**src/rtl/fetch_pkg.sv**
```systemverilog
// Shared constants and the fill FSM state type for the instruction-cache fill path.
// Cache and fetch stages import the same widths so block and address sizes agree.
package fetch_pkg;

  localparam int BEAT_WIDTH   = 64;
  localparam int BEATS        = 4;
  localparam int BLOCK_WIDTH  = 256;
  localparam int CACHE_LINES  = 256;
  localparam int WADDR_WIDTH  = 16;
  localparam int FADDR_WIDTH  = 11;
  localparam int WRITE_HOLD   = 2;
  localparam int STARVE_LIMIT = 8;

  typedef enum logic [1:0] {
    ST_IDLE,
    ST_COLLECT,
    ST_PENDING,
    ST_WRITE
  } fill_state_e;

endpackage

```
**src/rtl/fill_block_assembler.sv**
```systemverilog
// Collects memory beats into one cache block, beat 0 in the least significant slot.
// o_blockFull flags the transfer that completes the block.
module fill_block_assembler
  import fetch_pkg::*;
#(
  parameter int P_BEAT_WIDTH = BEAT_WIDTH,
  parameter int P_BEATS      = BEATS
) (
  input  logic                            clock_i,
  input  logic                            reset_i,
  input  logic                            i_start,
  input  logic                            i_beatValid,
  input  logic [P_BEAT_WIDTH-1:0]         i_beatData,
  output logic [P_BEAT_WIDTH*P_BEATS-1:0] o_block,
  output logic                            o_blockFull
);

  localparam int CNT_W = (P_BEATS > 1) ? $clog2(P_BEATS) : 1;

  logic [CNT_W-1:0]                r_beatCnt;
  logic [P_BEAT_WIDTH*P_BEATS-1:0] r_buffer;
  logic                            w_lastBeat;

  assign w_lastBeat  = (r_beatCnt == CNT_W'(P_BEATS - 1));
  assign o_blockFull = i_beatValid && w_lastBeat;
  assign o_block     = r_buffer;

  // The counter returns to zero on the completing beat, so it never wraps on its own.
  always_ff @(posedge clock_i or posedge reset_i) begin
    if (reset_i) begin
      r_beatCnt <= '0;
      r_buffer  <= '0;
    end else if (i_start) begin
      r_beatCnt <= '0;
    end else if (i_beatValid) begin
      r_buffer[r_beatCnt*P_BEAT_WIDTH +: P_BEAT_WIDTH] <= i_beatData;
      if (w_lastBeat) begin
        r_beatCnt <= '0;
      end else begin
        r_beatCnt <= r_beatCnt + CNT_W'(1);
      end
    end
  end

endmodule

```
**src/rtl/icache_fill_ctrl.sv**
```systemverilog
// Arbitrates the single-port instruction cache between fetch and block refill.
// A refill is assembled in the background and then holds the write port for a fixed window.
module icache_fill_ctrl
  import fetch_pkg::*;
#(
  parameter int P_BEAT_WIDTH   = BEAT_WIDTH,
  parameter int P_BEATS        = BEATS,
  parameter int P_BLOCK_WIDTH  = BLOCK_WIDTH,
  parameter int P_CACHE_LINES  = CACHE_LINES,
  parameter int P_WADDR_WIDTH  = WADDR_WIDTH,
  parameter int P_FADDR_WIDTH  = FADDR_WIDTH,
  parameter int P_WRITE_HOLD   = WRITE_HOLD,
  parameter int P_STARVE_LIMIT = STARVE_LIMIT
) (
  input  logic                     clock_i,
  input  logic                     reset_i,
  input  logic                     fetchReq_i,
  input  logic [P_FADDR_WIDTH-1:0] fetchAddr_i,
  output logic                     fetchGrant_o,
  output logic [P_FADDR_WIDTH-1:0] blockAddr_o,
  input  logic                     fillReq_i,
  input  logic [P_WADDR_WIDTH-1:0] fillAddr_i,
  output logic                     fillBusy_o,
  input  logic                     memValid_i,
  input  logic [P_BEAT_WIDTH-1:0]  memData_i,
  output logic                     memReady_o,
  output logic                     writeEnable_o,
  output logic [P_WADDR_WIDTH-1:0] writeAddress_o,
  output logic [P_BLOCK_WIDTH-1:0] writeBlock_o,
  output logic                     fillDone_o,
  output logic                     fillErr_o
);

  localparam int STARVE_W = $clog2(P_STARVE_LIMIT + 1);
  localparam int HOLD_W   = $clog2(P_WRITE_HOLD + 1);
  localparam logic [P_WADDR_WIDTH:0] LINES_LIMIT = (P_WADDR_WIDTH + 1)'(P_CACHE_LINES);

  fill_state_e                r_state;
  fill_state_e                w_nextState;
  logic [P_WADDR_WIDTH-1:0]   r_fillAddr;
  logic [STARVE_W-1:0]        r_starveCnt;
  logic [HOLD_W-1:0]          r_holdCnt;
  logic                       r_fetchGrant;
  logic [P_FADDR_WIDTH-1:0]   r_blockAddr;
  logic [P_WADDR_WIDTH-1:0]   r_writeAddr;
  logic [P_BLOCK_WIDTH-1:0]   r_writeBlock;
  logic                       r_fillDone;
  logic                       r_fillErr;

  logic                       w_beatXfer;
  logic                       w_blockFull;
  logic [P_BLOCK_WIDTH-1:0]   w_block;
  logic                       w_fillAccept;
  logic                       w_fillReject;
  logic                       w_enterWrite;
  logic                       w_holdLast;
  logic                       w_starveOut;
  logic                       w_fetchWin;

  assign memReady_o     = (r_state == ST_COLLECT);
  assign fillBusy_o     = (r_state != ST_IDLE);
  assign writeEnable_o  = (r_state == ST_WRITE);
  assign fetchGrant_o   = r_fetchGrant;
  assign blockAddr_o    = r_blockAddr;
  assign writeAddress_o = r_writeAddr;
  assign writeBlock_o   = r_writeBlock;
  assign fillDone_o     = r_fillDone;
  assign fillErr_o      = r_fillErr;

  assign w_beatXfer  = memValid_i && memReady_o;
  assign w_holdLast  = (r_holdCnt == HOLD_W'(P_WRITE_HOLD - 1));
  assign w_starveOut = (r_starveCnt >= STARVE_W'(P_STARVE_LIMIT - 1));

  fill_block_assembler #(
    .P_BEAT_WIDTH (P_BEAT_WIDTH),
    .P_BEATS      (P_BEATS)
  ) u_assembler (
    .clock_i     (clock_i),
    .reset_i     (reset_i),
    .i_start     (w_fillAccept),
    .i_beatValid (w_beatXfer),
    .i_beatData  (memData_i),
    .o_block     (w_block),
    .o_blockFull (w_blockFull)
  );

  always_ff @(posedge clock_i or posedge reset_i) begin
    if (reset_i) begin
      r_state <= ST_IDLE;
    end else begin
      r_state <= w_nextState;
    end
  end

  // Fetch yields only while a starved block is forced through or the write port is held.
  always_comb begin
    w_nextState  = r_state;
    w_fillAccept = 1'b0;
    w_fillReject = 1'b0;
    case (r_state)
      ST_IDLE: begin
        if (fillReq_i) begin
          if ({1'b0, fillAddr_i} >= LINES_LIMIT) begin
            w_fillReject = 1'b1;
          end else begin
            w_fillAccept = 1'b1;
            w_nextState  = ST_COLLECT;
          end
        end
      end
      ST_COLLECT: begin
        if (w_blockFull) begin
          w_nextState = ST_PENDING;
        end
      end
      ST_PENDING: begin
        if (!fetchReq_i || w_starveOut) begin
          w_nextState = ST_WRITE;
        end
      end
      ST_WRITE: begin
        if (w_holdLast) begin
          w_nextState = ST_IDLE;
        end
      end
      default: begin
        w_nextState = ST_IDLE;
      end
    endcase
  end

  assign w_enterWrite = (r_state == ST_PENDING) && (w_nextState == ST_WRITE);
  assign w_fetchWin   = fetchReq_i && (r_state != ST_WRITE) && !w_enterWrite;

  always_ff @(posedge clock_i or posedge reset_i) begin
    if (reset_i) begin
      r_starveCnt <= '0;
      r_holdCnt   <= '0;
    end else begin
      if (r_state != ST_PENDING) begin
        r_starveCnt <= '0;
      end else if (fetchReq_i && (r_starveCnt < STARVE_W'(P_STARVE_LIMIT))) begin
        r_starveCnt <= r_starveCnt + STARVE_W'(1);
      end
      if ((r_state == ST_WRITE) && !w_holdLast) begin
        r_holdCnt <= r_holdCnt + HOLD_W'(1);
      end else begin
        r_holdCnt <= '0;
      end
    end
  end

  always_ff @(posedge clock_i or posedge reset_i) begin
    if (reset_i) begin
      r_fetchGrant <= 1'b0;
      r_blockAddr  <= '0;
    end else begin
      r_fetchGrant <= w_fetchWin;
      if (w_fetchWin) begin
        r_blockAddr <= fetchAddr_i;
      end
    end
  end

  // Write controls are captured once on entry and then held until the next write.
  always_ff @(posedge clock_i or posedge reset_i) begin
    if (reset_i) begin
      r_fillAddr   <= '0;
      r_writeAddr  <= '0;
      r_writeBlock <= '0;
      r_fillDone   <= 1'b0;
      r_fillErr    <= 1'b0;
    end else begin
      if ((r_state == ST_IDLE) && fillReq_i) begin
        r_fillAddr <= fillAddr_i;
      end
      if (w_enterWrite) begin
        r_writeAddr  <= r_fillAddr;
        r_writeBlock <= w_block;
      end
      r_fillDone <= w_fillReject || ((r_state == ST_WRITE) && w_holdLast);
      r_fillErr  <= w_fillReject;
    end
  end

endmodule

```
**config.mk**
```make
export PLATFORM = sky130hd
export DESIGN_NAME = icache_fill_ctrl
export DESIGN_NICKNAME = d
export VERILOG_FILES = /design/src/rtl/fetch_pkg.sv /design/src/rtl/fill_block_assembler.sv /design/src/rtl/icache_fill_ctrl.sv
export SDC_FILE = /design/constraint.sdc
export NUM_CORES = 1
export LEC_CHECK = 0
export ABC_AREA = 1
export CAP_MARGIN = 10
export CORE_ASPECT_RATIO = 1.4
export CORE_UTILIZATION = 53
export CTS_CLUSTER_DIAMETER = 200
export CTS_CLUSTER_SIZE = 10
export DETAILED_ROUTE_END_ITERATION = 10
export GPL_ROUTABILITY_DRIVEN = 0
export GPL_TIMING_DRIVEN = 0
export PLACE_DENSITY = 0.8
export SETUP_SLACK_MARGIN = 0.3
export SYNTH_ARGS = -nofsm -noshare
export SYNTH_HDL_FRONTEND = slang
export SYNTH_SLANG_ARGS = --single-unit
```
**constraint.sdc**
```tcl
create_clock -name clock_i -period 24 [get_ports clock_i]
set_input_delay 4.8 -clock clock_i [delete_from_list [all_inputs] [get_ports clock_i]]
set_output_delay 4.8 -clock clock_i [all_outputs]
set_load 0.05 [all_outputs]
```
; ---- Word level (Yosys, flattened, before mapping)
; Cells that the tools add are included.
[word_totals]
regBits = 568
latchBits = 0
ramBits = 0
romBits = 0
inputBits = 96
output_inout_bits = 289
wordCells = 68
mem_count = 0
[op_classes]
n_addsub = 4
n_mul = 0
n_div = 0
magnitude_cmp = 3
eq_ne = 8
shifts = 2
mux = 19
bitwise = 1
n_reduce_logical = 19
[ops]
columns = operator, count
row1 = bitwise mux 256 bit, 1
row2 = variable shift 64 x 34 -> 256 bit (first input constant), 1
row3 = indexed part select 64 x 34 -> 256 bit, 1
row4 = negation 8 -> 34 bit, 1
row5 = 2-to-1 mux 2 bit, 9
row6 = greater-or-equal comparator 16 x 9 -> 1 bit (second input constant), 1
row7 = logical AND 1 bit, 9
row8 = == test 2 bit (second input constant), 4
row9 = 2-to-1 mux 4 bit, 2
row10 = case mux 2 bit (4 select lines), 1
row11 = 2-to-1 mux 1 bit, 6
row12 = nonzero test 2 bit, 3
row13 = adder 2 x 1 -> 2 bit (second input constant), 2
row14 = adder 4 x 1 -> 4 bit (second input constant), 1
row15 = == test 2 x 1 -> 1 bit (second input constant), 2
row16 = greater-or-equal comparator 4 x 3 -> 1 bit (second input constant), 1
row17 = < comparator 4 bit (second input constant), 1
row18 = != test 2 bit (second input constant), 2
row19 = logical NOT 1 bit, 3
row20 = logical NOT 2 bit, 1
row21 = logical OR 1 bit, 2
row22 = AND reduction 2 bit, 1
row23 = inverter 1 bit, 1

; ---- Longest topological paths before layout
[depth]
depth_word = 9
depth_mapped = 9
depth_no_buf = 8

; ---- Cells and area by module
; From an unflattened synthesis, not the netlist that was laid out.
[hier_totals]
cells_unflattened = 2662
area_unflattened_um2 = 22761.8
[modules_own_cells]
columns = mod, n_inst, cells_per_inst, area_each_um2, seq_area_each_um2
row1 = icache_fill_ctrl, 1, 1331, 11775.0, 7757.4
row2 = fill_block_assembler, 1, 1331, 10986.8, 6456.2

; ---- Least setup slack after synthesis
; Ideal clock, no wire load.
[synth_timing]
path_kind = register -> output
from = register r_state[0]
to = output memReady_o
arrival_ns = 1.202
required_time_ns = 19.200
slack_ns = 17.998
stages_incl_launch_ff = 3
n_path_buf = 0
cell_sequence = dfrtp_1 inv_1 nor2_1
[synth_via]
elab_chain_len = 1
[synth_lines]
columns = element, line_no
row1 = start: declaration, icache_fill_ctrl.sv:38  ; fill_state_e r_state;
row2 = start signal: assignment, icache_fill_ctrl.sv:91  ; r_state <= w_nextState;
row3 = == test 2 x 1 -> 1 bit, icache_fill_ctrl.sv:60  ; assign memReady_o = (r_state == ST_COLLECT);
row4 = end: declaration, icache_fill_ctrl.sv:26  ; output logic memReady_o,
; Every way passes these cells.

; ---- Final worst setup path
; Same ends and word-level chain as after synthesis.

==> key figures <==
Run status
  • Status: finished clean

Cells and area
  • Non-filler cells, final: roughly 3200
  • # fillers: between 2000 and 3000
  • Synth-to-layout area growth: 29.5%
  • NumNets Final: around 2800
  • Final core utilization: 0.698
  • Ant. Diodes: 0
  • Share of cells above drive strength 1: 0.0696
  • Final instance area: between 20000 and 30000 sq um

Timing
  • RSZ-0062 raised after global routing: false
  • Worst Tran Pin Value: 977 ps
  • Setup Skew: 19.0 ps
  • Fmax: 144 MHz
  • Slew margin rel.: 0.347
  • Fin. Hold Viols: 0
  • Slew Limit Fails: 0
  • Setup violators final: 0
  • Fin crit share: 0.290
  • Clock period minus final worst setup slack: approximately 7000 ps

Die
  • Die Height: 241 um
  • Initial core utilization: 0.539
  • Die span in x: ~170 um
  • Std-Cell Rows: 87
  • Ports: 385
  • Core area: 40300 sq um
  • Die area: 41800 sq um

Global routing
  • Overall global routing resource usage: 0.317
  • Largest net degree at the start of global routing: 131
  • Overflow after GRT: 0
  • First-pass GRT wire length: 101 mm
  • Vias in the first global route: approximately 18000
  • Initial antenna violation count: 0

Yosys
  • Synth Cell Area: around 22000 sq um
  • Number of flops mapped to enable cells by yosys: 0
  • Top post-synthesis cells by count: dfrtp_1 (568), o21ai_0 (481), nand2_1 (382)
  • Most instantiated library cell after synthesis: dfrtp_1
  • Post-synthesis sequential area ratio: 0.655
  • Synth Area per Inst: 9.81 sq um
  • Synth area leader: dfrtp_1
  • Top cell type's share of synthesized area: 0.655
  • Post-Syn Instances: 2211
  • Post-Synthesis Net Count: 2314
  • FF+latch count, synth: 568
  • Main synth FF type: dfrtp_1
  • Async set-reset flop share out of synthesis: 1.00
  • Synth top area cells: dfrtp_1 (65%), o21ai_0 (11%), nand2_1 (6.6%), nand3_1 (5.1%), inv_1 (4.7%)
  • Yosys warns: 0
  • Distinct cell type count after synthesis: 23

Critical path
  • Critical Path Start Type: flip-flop
  • Worst stage delay on the critical path: 820 ps
  • R2R setup slack: 21110 ps
  • Worst path cell trace: inv_1 > nor2_1 > clkdlybuf4s50_1
  • Critical Path RT: 19200 ps
  • Setup crit end kind: output pin
  • Slowest stage cell on the critical path: clkdlybuf4s50_1
  • CP Max Fanout: 6
  • RR Startpoint: u_assembler.r_beatCnt[0]
  • Critical Path Source: r_state[0]
  • FF-to-FF path depth: 8
  • R2r endpoint: u_assembler.o_block[159]
  • Critical Path AT: 2150 ps
  • Critical setup path kind: reg -> out

Clocking
  • CTS clk-pin slew, worst paths: 50 ps
  • Clock latency at the later pin of the worst-skew pair: 580 ps
  • Clock Tree Root: clkbuf_16
  • Resize count post-CTS: 0
  • # clock sinks: 568
  • # H-tree levels: 3
  • CTS tree: done
  • Post-CTS setup buffer count: 0
  • # hold bufs at CTS: 0
  • CTS Buffer Depth: 3
  • Total CTS buffers: 66

Route
  • Final wirelength: 65.5 mm
  • Vias: roughly 18000
  • Post-route ant nets: 0
  • WL/cell: 20.4 um
  • Routed vias/inst: 5.64
  • Initial DRC Count: around 1600
  • Residual DRC: 0
  • Pre-antenna DRT Iters: 6

Job
  • Max-cap violation count: 0

Placed design
  • Dpl cell area: 26300 sq um
  • Buffers on Ports: 384
  • Inst Count DP: 3134
  • Final HPWL DP: 46.2 mm

Power and ir drop
  • Peak VDD IR: 0.0858 mV
  • Power, Total: around 3400 uW
  • P_leak: 0.0133 uW
  • Power Density: 120 nW/um^2

Hold path
  • Worst hold path class: reg -> reg
  • Hold Path End: r_holdCnt[0]
  • Worst hold start: r_holdCnt[0]
  • Hold depth: 1
[cell type report]
| class | instances | area (sq um) | share of cell area |
|---|---|---|---|
| Inverter | 276 | 1040 | 0.0371 |
| Tap cell | 534 | 668 | 0.0238 |
| Clock buffer | 70 | 1740 | 0.0619 |
| Clock inverter | 2 | 17.5 | 0.000623 |
| Timing Repair Buffer | 389 | 3970 | 0.141 |
| Multi-Input combinational cell | 1217 | 5760 | 0.205 |
| Buffer | 150 | 691 | 0.0246 |
| Sequential cell | 568 | 14200 | 0.506 |
[state kept, by name, summed over array words and instances (netlist names)]
register and cells:
fetchGrant_o 1, r_fillAddr 16, writeAddress_o 16, r_starveCnt 4, u_assembler.r_beatCnt 2, writeBlock_o 256, r_state 2, r_holdCnt 2
u_assembler.o_block 256, fillDone_o 1, blockAddr_o 11, fillErr_o 1
[kinds of logic after synthesis]
family          share of synthesized area
xor+xnor                         0.000807
simple gates                        0.142
flops                               0.655
compound gates                      0.119
fa+ha+maj                         0.00404
buf+inv                            0.0796
[metrics by stage]
stage | setup WS, ps | hold slack [ps] | TNS [ps]
4_1_cts | 17070 | 438 | 0
3_3_place_gp | -1970 | 422 | -1089670
2_1_floorplan | 3310 | 410 | 0
3_5_place_dp | 16780 | 431 | 0
6_report | 17050 | 436 | 0
5_1_grt | 17000 | 460 | 0
[worst max path at each step]
stage / end / slack (ps) / depth (start not counted)
after floorplan: blockAddr_o[0] / 3310 / 1
after global placement: writeBlock_o[162] / -1970 / 2
after detailed placement: writeBlock_o[186] / 16780 / 8
after CTS: memReady_o / 17070 / 3
after global routing: memReady_o / 17000 / 3
final: memReady_o / 17050 / 3
[report_power, final]
part	leakage [uW]	total (uW)	internal [uW]	switching [uW]
sequential	0.00681	1340	1230	114
clock	0.000867	868	508	360
combinational	0.00563	1150	329	821
total	0.0133	3360	2070	1290
[cell usage in the layout, fill, tap and decap left out, types with 4 or more instances in the layout]
| master | count |
|---|---|
| buf_16 | 4 |
| clkbuf_16 | 69 |
| dfrtp_1 | 568 |
| nand2_1 | 382 |
| ha_1 | 7 |
| nor2_1 | 23 |
| o21ai_0 | 481 |
| clkdlybuf4s50_1 | 384 |
| nand3_1 | 221 |
| clkbuf_2 | 5 |
| buf_2 | 91 |
| o21ai_1 | 32 |
| inv_1 | 273 |
| nand4_1 | 58 |
| clkbuf_1 | 52 |
[critical path, delay by kind of cell (launching register included)]
kind / cells / cell delay, ps
buf+inv: 2 / 960
flops: 1 / 480
simple gates: 1 / 140
[metal layers]
metal / routed length [um] / track usage / vias to the layer above
met2: 33000 / 0.544 / 835
met4: 3780 / 0.184 / 0
li1: - / - / 8066
met1: 23600 / 0.364 / 8978
met5: 0 / 0 / -
met3: 5040 / 0.0793 / 213
Power figures use the tool's default switching activity.
==> edit 1: new RTL, same flow settings <==
Register the output `fillErr_o` once more, cleared by the reset; this adds one clock of latency there. The other outputs are not delayed to match.
--- a/src/rtl/icache_fill_ctrl.sv
+++ b/src/rtl/icache_fill_ctrl.sv
@@ -66,5 +66,11 @@
   assign writeBlock_o   = r_writeBlock;
   assign fillDone_o     = r_fillDone;
-  assign fillErr_o      = r_fillErr;
+  always_ff @(posedge clock_i or posedge reset_i) begin
+    if (reset_i) begin
+      fillErr_o <= '0;
+    end else begin
+      fillErr_o <= r_fillErr;
+    end
+  end
 
   assign w_beatXfer  = memValid_i && memReady_o;
Function: changed (a bounded check fails within 4 cycles, from zero or initial values and one cycle with reset_i high).
==> edit 1 against the unedited design <==
Critical path depth unchanged. Largest cell class unchanged. Worst setup slack improved by 64 ps. Worst hold slack got worse by 82 ps. Count of clock-buffer cells in the layout increased by 4. Synthesized area increased by 0.12%. Die area increased by 0.12%. Utilization increased by 0.12 points. Total power increased by 0.86%. Design area increased by 0.45%. Synthesized cell count about the same. Clock power increased by 2.8%. Routed wire length increased by 1.0%. Sequential cell count increased by 1.
==> edit 1: results (changes against the unedited design) <==
[status]
status=finished clean

[global_route]
grt_max_degree=126  ; -3.8%
grt_util_met2=0.552  ; +0.00760
first_global_vias=18700  ; +1.4%
grt_use_met1=0.364  ; about the same
grt_usage=0.320  ; +0.00271
met3_usage=0.0676  ; -0.0116
grt_first_pass_wirelength_um=103000  ; +1.2%

[synth]
yosys-top-cells-count=569 x dfrtp_1, 481 x o21ai_0, 382 x nand2_1
synth_area_leaders=dfrtp_1 66%, o21ai_0 11%, nand2_1 6.6%
async_flop_share=1.00  ; unchanged
synthesis.instances=2212  ; +0.045%
yosysSeqAreaShare=0.655  ; about the same
syn-num-nets=2315  ; +0.043%

[setup_path]
cp_max_fo=6  ; unchanged
worst_ep_arrival_time_ps=2090  ; -60 ps
critPathTopFamily=buffers and inverters
cpMaxStageDelayCell=clkdlybuf4s50_1

[routing]
via_per_inst=5.69  ; +0.74%
vias=18200  ; +0.87%
drtIter0Drc=1612  ; +2.1%
drt_pass1_iterations=6  ; unchanged
met3RoutedLength_um=4580  ; -9.1%
m1WireLength_um=24000  ; +1.6%
wl_met2_um=33400  ; +1.1%
highest_layer=met4
routed_wirelength_um=66100  ; +1.0%

[sta]
clock_skew_ps=13.9  ; -5.05 ps
slew_headroom=0.276  ; -0.0708

[layout]
multi_input_area_share=0.204  ; -0.000909
regArea_um2=14200  ; +0.18%
num-fill-cells=2905  ; -1.0%
buffer_area_frac=0.166  ; +0.000240
clock_area_frac=0.0649  ; +0.00229
multi_input_comb_cells=1217  ; unchanged
num-clock-buffers=74  ; +5.7%
layout.non_clock_buffers=540  ; +0.19%
design.seq.count=569  ; +0.18%
sh_seq_area=0.504  ; -0.00135
drive_gt1_frac=0.0703  ; +0.000643
layout.nets=2773  ; +0.072%

[clocking]
cts_setup_buffers=0  ; unchanged
clkTransAtPathRegs_ps=50  ; about the same
cts_resized=0  ; unchanged
numCtsBuffers=66  ; unchanged

[power]
power.total_mw=3.39  ; +0.86%
p_sw_mw=1.30  ; +0.28%
p_leak_nw=13.4  ; +0.44%
clk-power_mw=0.892  ; +2.8%
seqPwrFrac=0.399  ; about the same
max-vdd-ir-drop_mv=0.0847  ; -1.4%

[placed_design]
place_area_um2=26400  ; +0.20%
numPortBuffers=384  ; unchanged
dp_hpwl_um=46400  ; +0.58%
post-place-ws_ps=16780  ; -1.80 ps
place_inst=3136  ; +0.064%

[hold_path]
hold_class=reg -> reg

## edit 1: cell types whose count changed after synthesis
cell     change
dfrtp_1      +1
## edit 1: worst paths after layout
| path | slack [ps] | cells past startpoint | to | from |
|---|---|---|---|---|
| worst min register to register | 350 | 0 | fillErr_o | r_fillErr |
| worst max register to register | 21030 | 8 | u_assembler.o_block[155] | u_assembler.r_beatCnt[0] |
| worst min-delay path | 350 | 0 | fillErr_o | r_fillErr |
| worst max-delay path | 17110 | 3 | writeEnable_o | r_state[0] |
| min in group asynchronous | 4730 | 2 | writeBlock_o[191] | reset_i |
| max in group asynchronous | 17860 | 4 | writeBlock_o[102] | reset_i |
## edit 1: cell families (layout without fill, tap and decap cells)
family,after synthesis,in the layout,synth area share
simple gates,693,693,0.141
flops,569,569,0.655
compound gates,515,515,0.119
buf+inv,426,890,0.0795
fa+ha+maj,7,7,0.00403
xor+xnor,2,2,0.000806
==> edit 2: new RTL, same flow settings <==
Made on the original files. `FADDR_WIDTH`: 11 -> 10.
--- a/src/rtl/fetch_pkg.sv
+++ b/src/rtl/fetch_pkg.sv
@@ -8,5 +8,5 @@
   localparam int CACHE_LINES  = 256;
   localparam int WADDR_WIDTH  = 16;
-  localparam int FADDR_WIDTH  = 11;
+  localparam int FADDR_WIDTH  = 10;
   localparam int WRITE_HOLD   = 2;
   localparam int STARVE_LIMIT = 8;
Ports: changed (resized blockAddr_o and fetchAddr_i); port bits go from 385 to 383. No check against the original RTL was run, so the function may have changed too.
==> edit 2 against the unedited design <==
Design area shrank 0.27%. Sequential share of layout area barely moved. Count of clock-buffer cells in the layout shrank 1. Sequential cell count down 1. Total power fell by 0.36%. Critical endpoint is now writeEnable_o. Routed wire length rose by 0.30%. Largest power group unchanged. Worst setup slack gained 36 ps. Synthesized area shrank 0.18%.
==> edit 2: results (changes against the unedited design) <==
[status]
status=finished clean

[placed_design]
numPortBuffers=382  ; -0.52%
place_inst=3128  ; -0.19%
post-place-ws_ps=16830  ; +54.6 ps
place_area_um2=26300  ; -0.27%

[layout]
multi_input_comb_cells=1214  ; -0.25%
layout.non_clock_buffers=537  ; -0.37%
num-fill-cells=2972  ; +1.3%
drive_gt1_frac=0.0679  ; -0.00172
clock_area_frac=0.0624  ; -0.000145
regArea_um2=14200  ; -0.18%
fin_cells=3202  ; -0.12%
buffer_area_frac=0.165  ; -0.000807

[setup_path]
regToRegEndpoint=u_assembler.o_block[184]
slowest_delay_ps=840  ; +20 ps

[global_route]
first_global_vias=18300  ; -0.42%

[power]
p_leak_nw=13.2  ; -0.44%
max-vdd-ir-drop_mv=0.0772  ; -10%

[synth]
syn-cell-area_um2=21700  ; -0.18%
syn-num-nets=2310  ; -0.17%
syn_area_per_cell_um2=9.81  ; about the same
synth_area_leaders=dfrtp_1 66%, o21ai_0 11%, nand2_1 6.6%

[hold_path]
hp-start=writeAddress_o[8]
hold_end=writeAddress_o[8]

[sta]
clock_skew_ps=16.2  ; -2.80 ps
fin_crit_sh=0.288  ; -0.00149
worst_hold_slack_ps=468  ; +32.0 ps

[routing]
drt_pass1_iterations=5  ; -1
routed_wirelength_um=65700  ; +0.30%
drtIter0Drc=1718  ; +8.8%

==> edit 2: cell types whose count changed after synthesis, sizes merged <==
| cell | unedited run | this run |
|---|---|---|
| clkbuf | 57 | 63 |
| buf | 93 | 88 |
| nand2 | 384 | 381 |
| nand3 | 223 | 221 |
| nand4 | 58 | 60 |
| dfrtp | 568 | 567 |
==> edit 2: worst max-delay path by stage <==
stage,end
final,writeEnable_o
after global routing,writeEnable_o
after CTS,writeEnable_o
after detailed placement,writeBlock_o[183]
after global placement,writeBlock_o[161]
after floorplan,blockAddr_o[0]
==> edit 2: logic make-up after synthesis <==
group	count (synthesis)	share of synthesized area
and+or+nand+nor	690	0.141
DFF	567	0.655
AOI/OAI and AO/OA	515	0.119
buffers and inverters	427	0.0795
adders and majority gates	7	0.00404
xor gates and xnor gates	2	0.000809
==> edit 2: tightest hold or removal path: stages (launching register included) <==
cell	delay, ps
dfrtp_1	340
nand2_1	50
nand2_1	50
==> edit 2: per-layer routing <==
layer	up-vias	track usage	wire (µm)	share of wire
met5	-	0	0	0
met4	0	0.188	3700	0.056
met3	192	0.0613	4350	0.066
met2	812	0.541	32900	0.50
met1	9052	0.382	24700	0.38
li1	8044	-	-	-
==> edit 2: power breakdown <==
| group | total, mW | switching (mW) | internal (mW) |
|---|---|---|---|
| Sequential | 1.34 | 0.115 | 1.23 |
| Combinational | 1.14 | 0.819 | 0.325 |
| Clock | 0.862 | 0.358 | 0.504 |
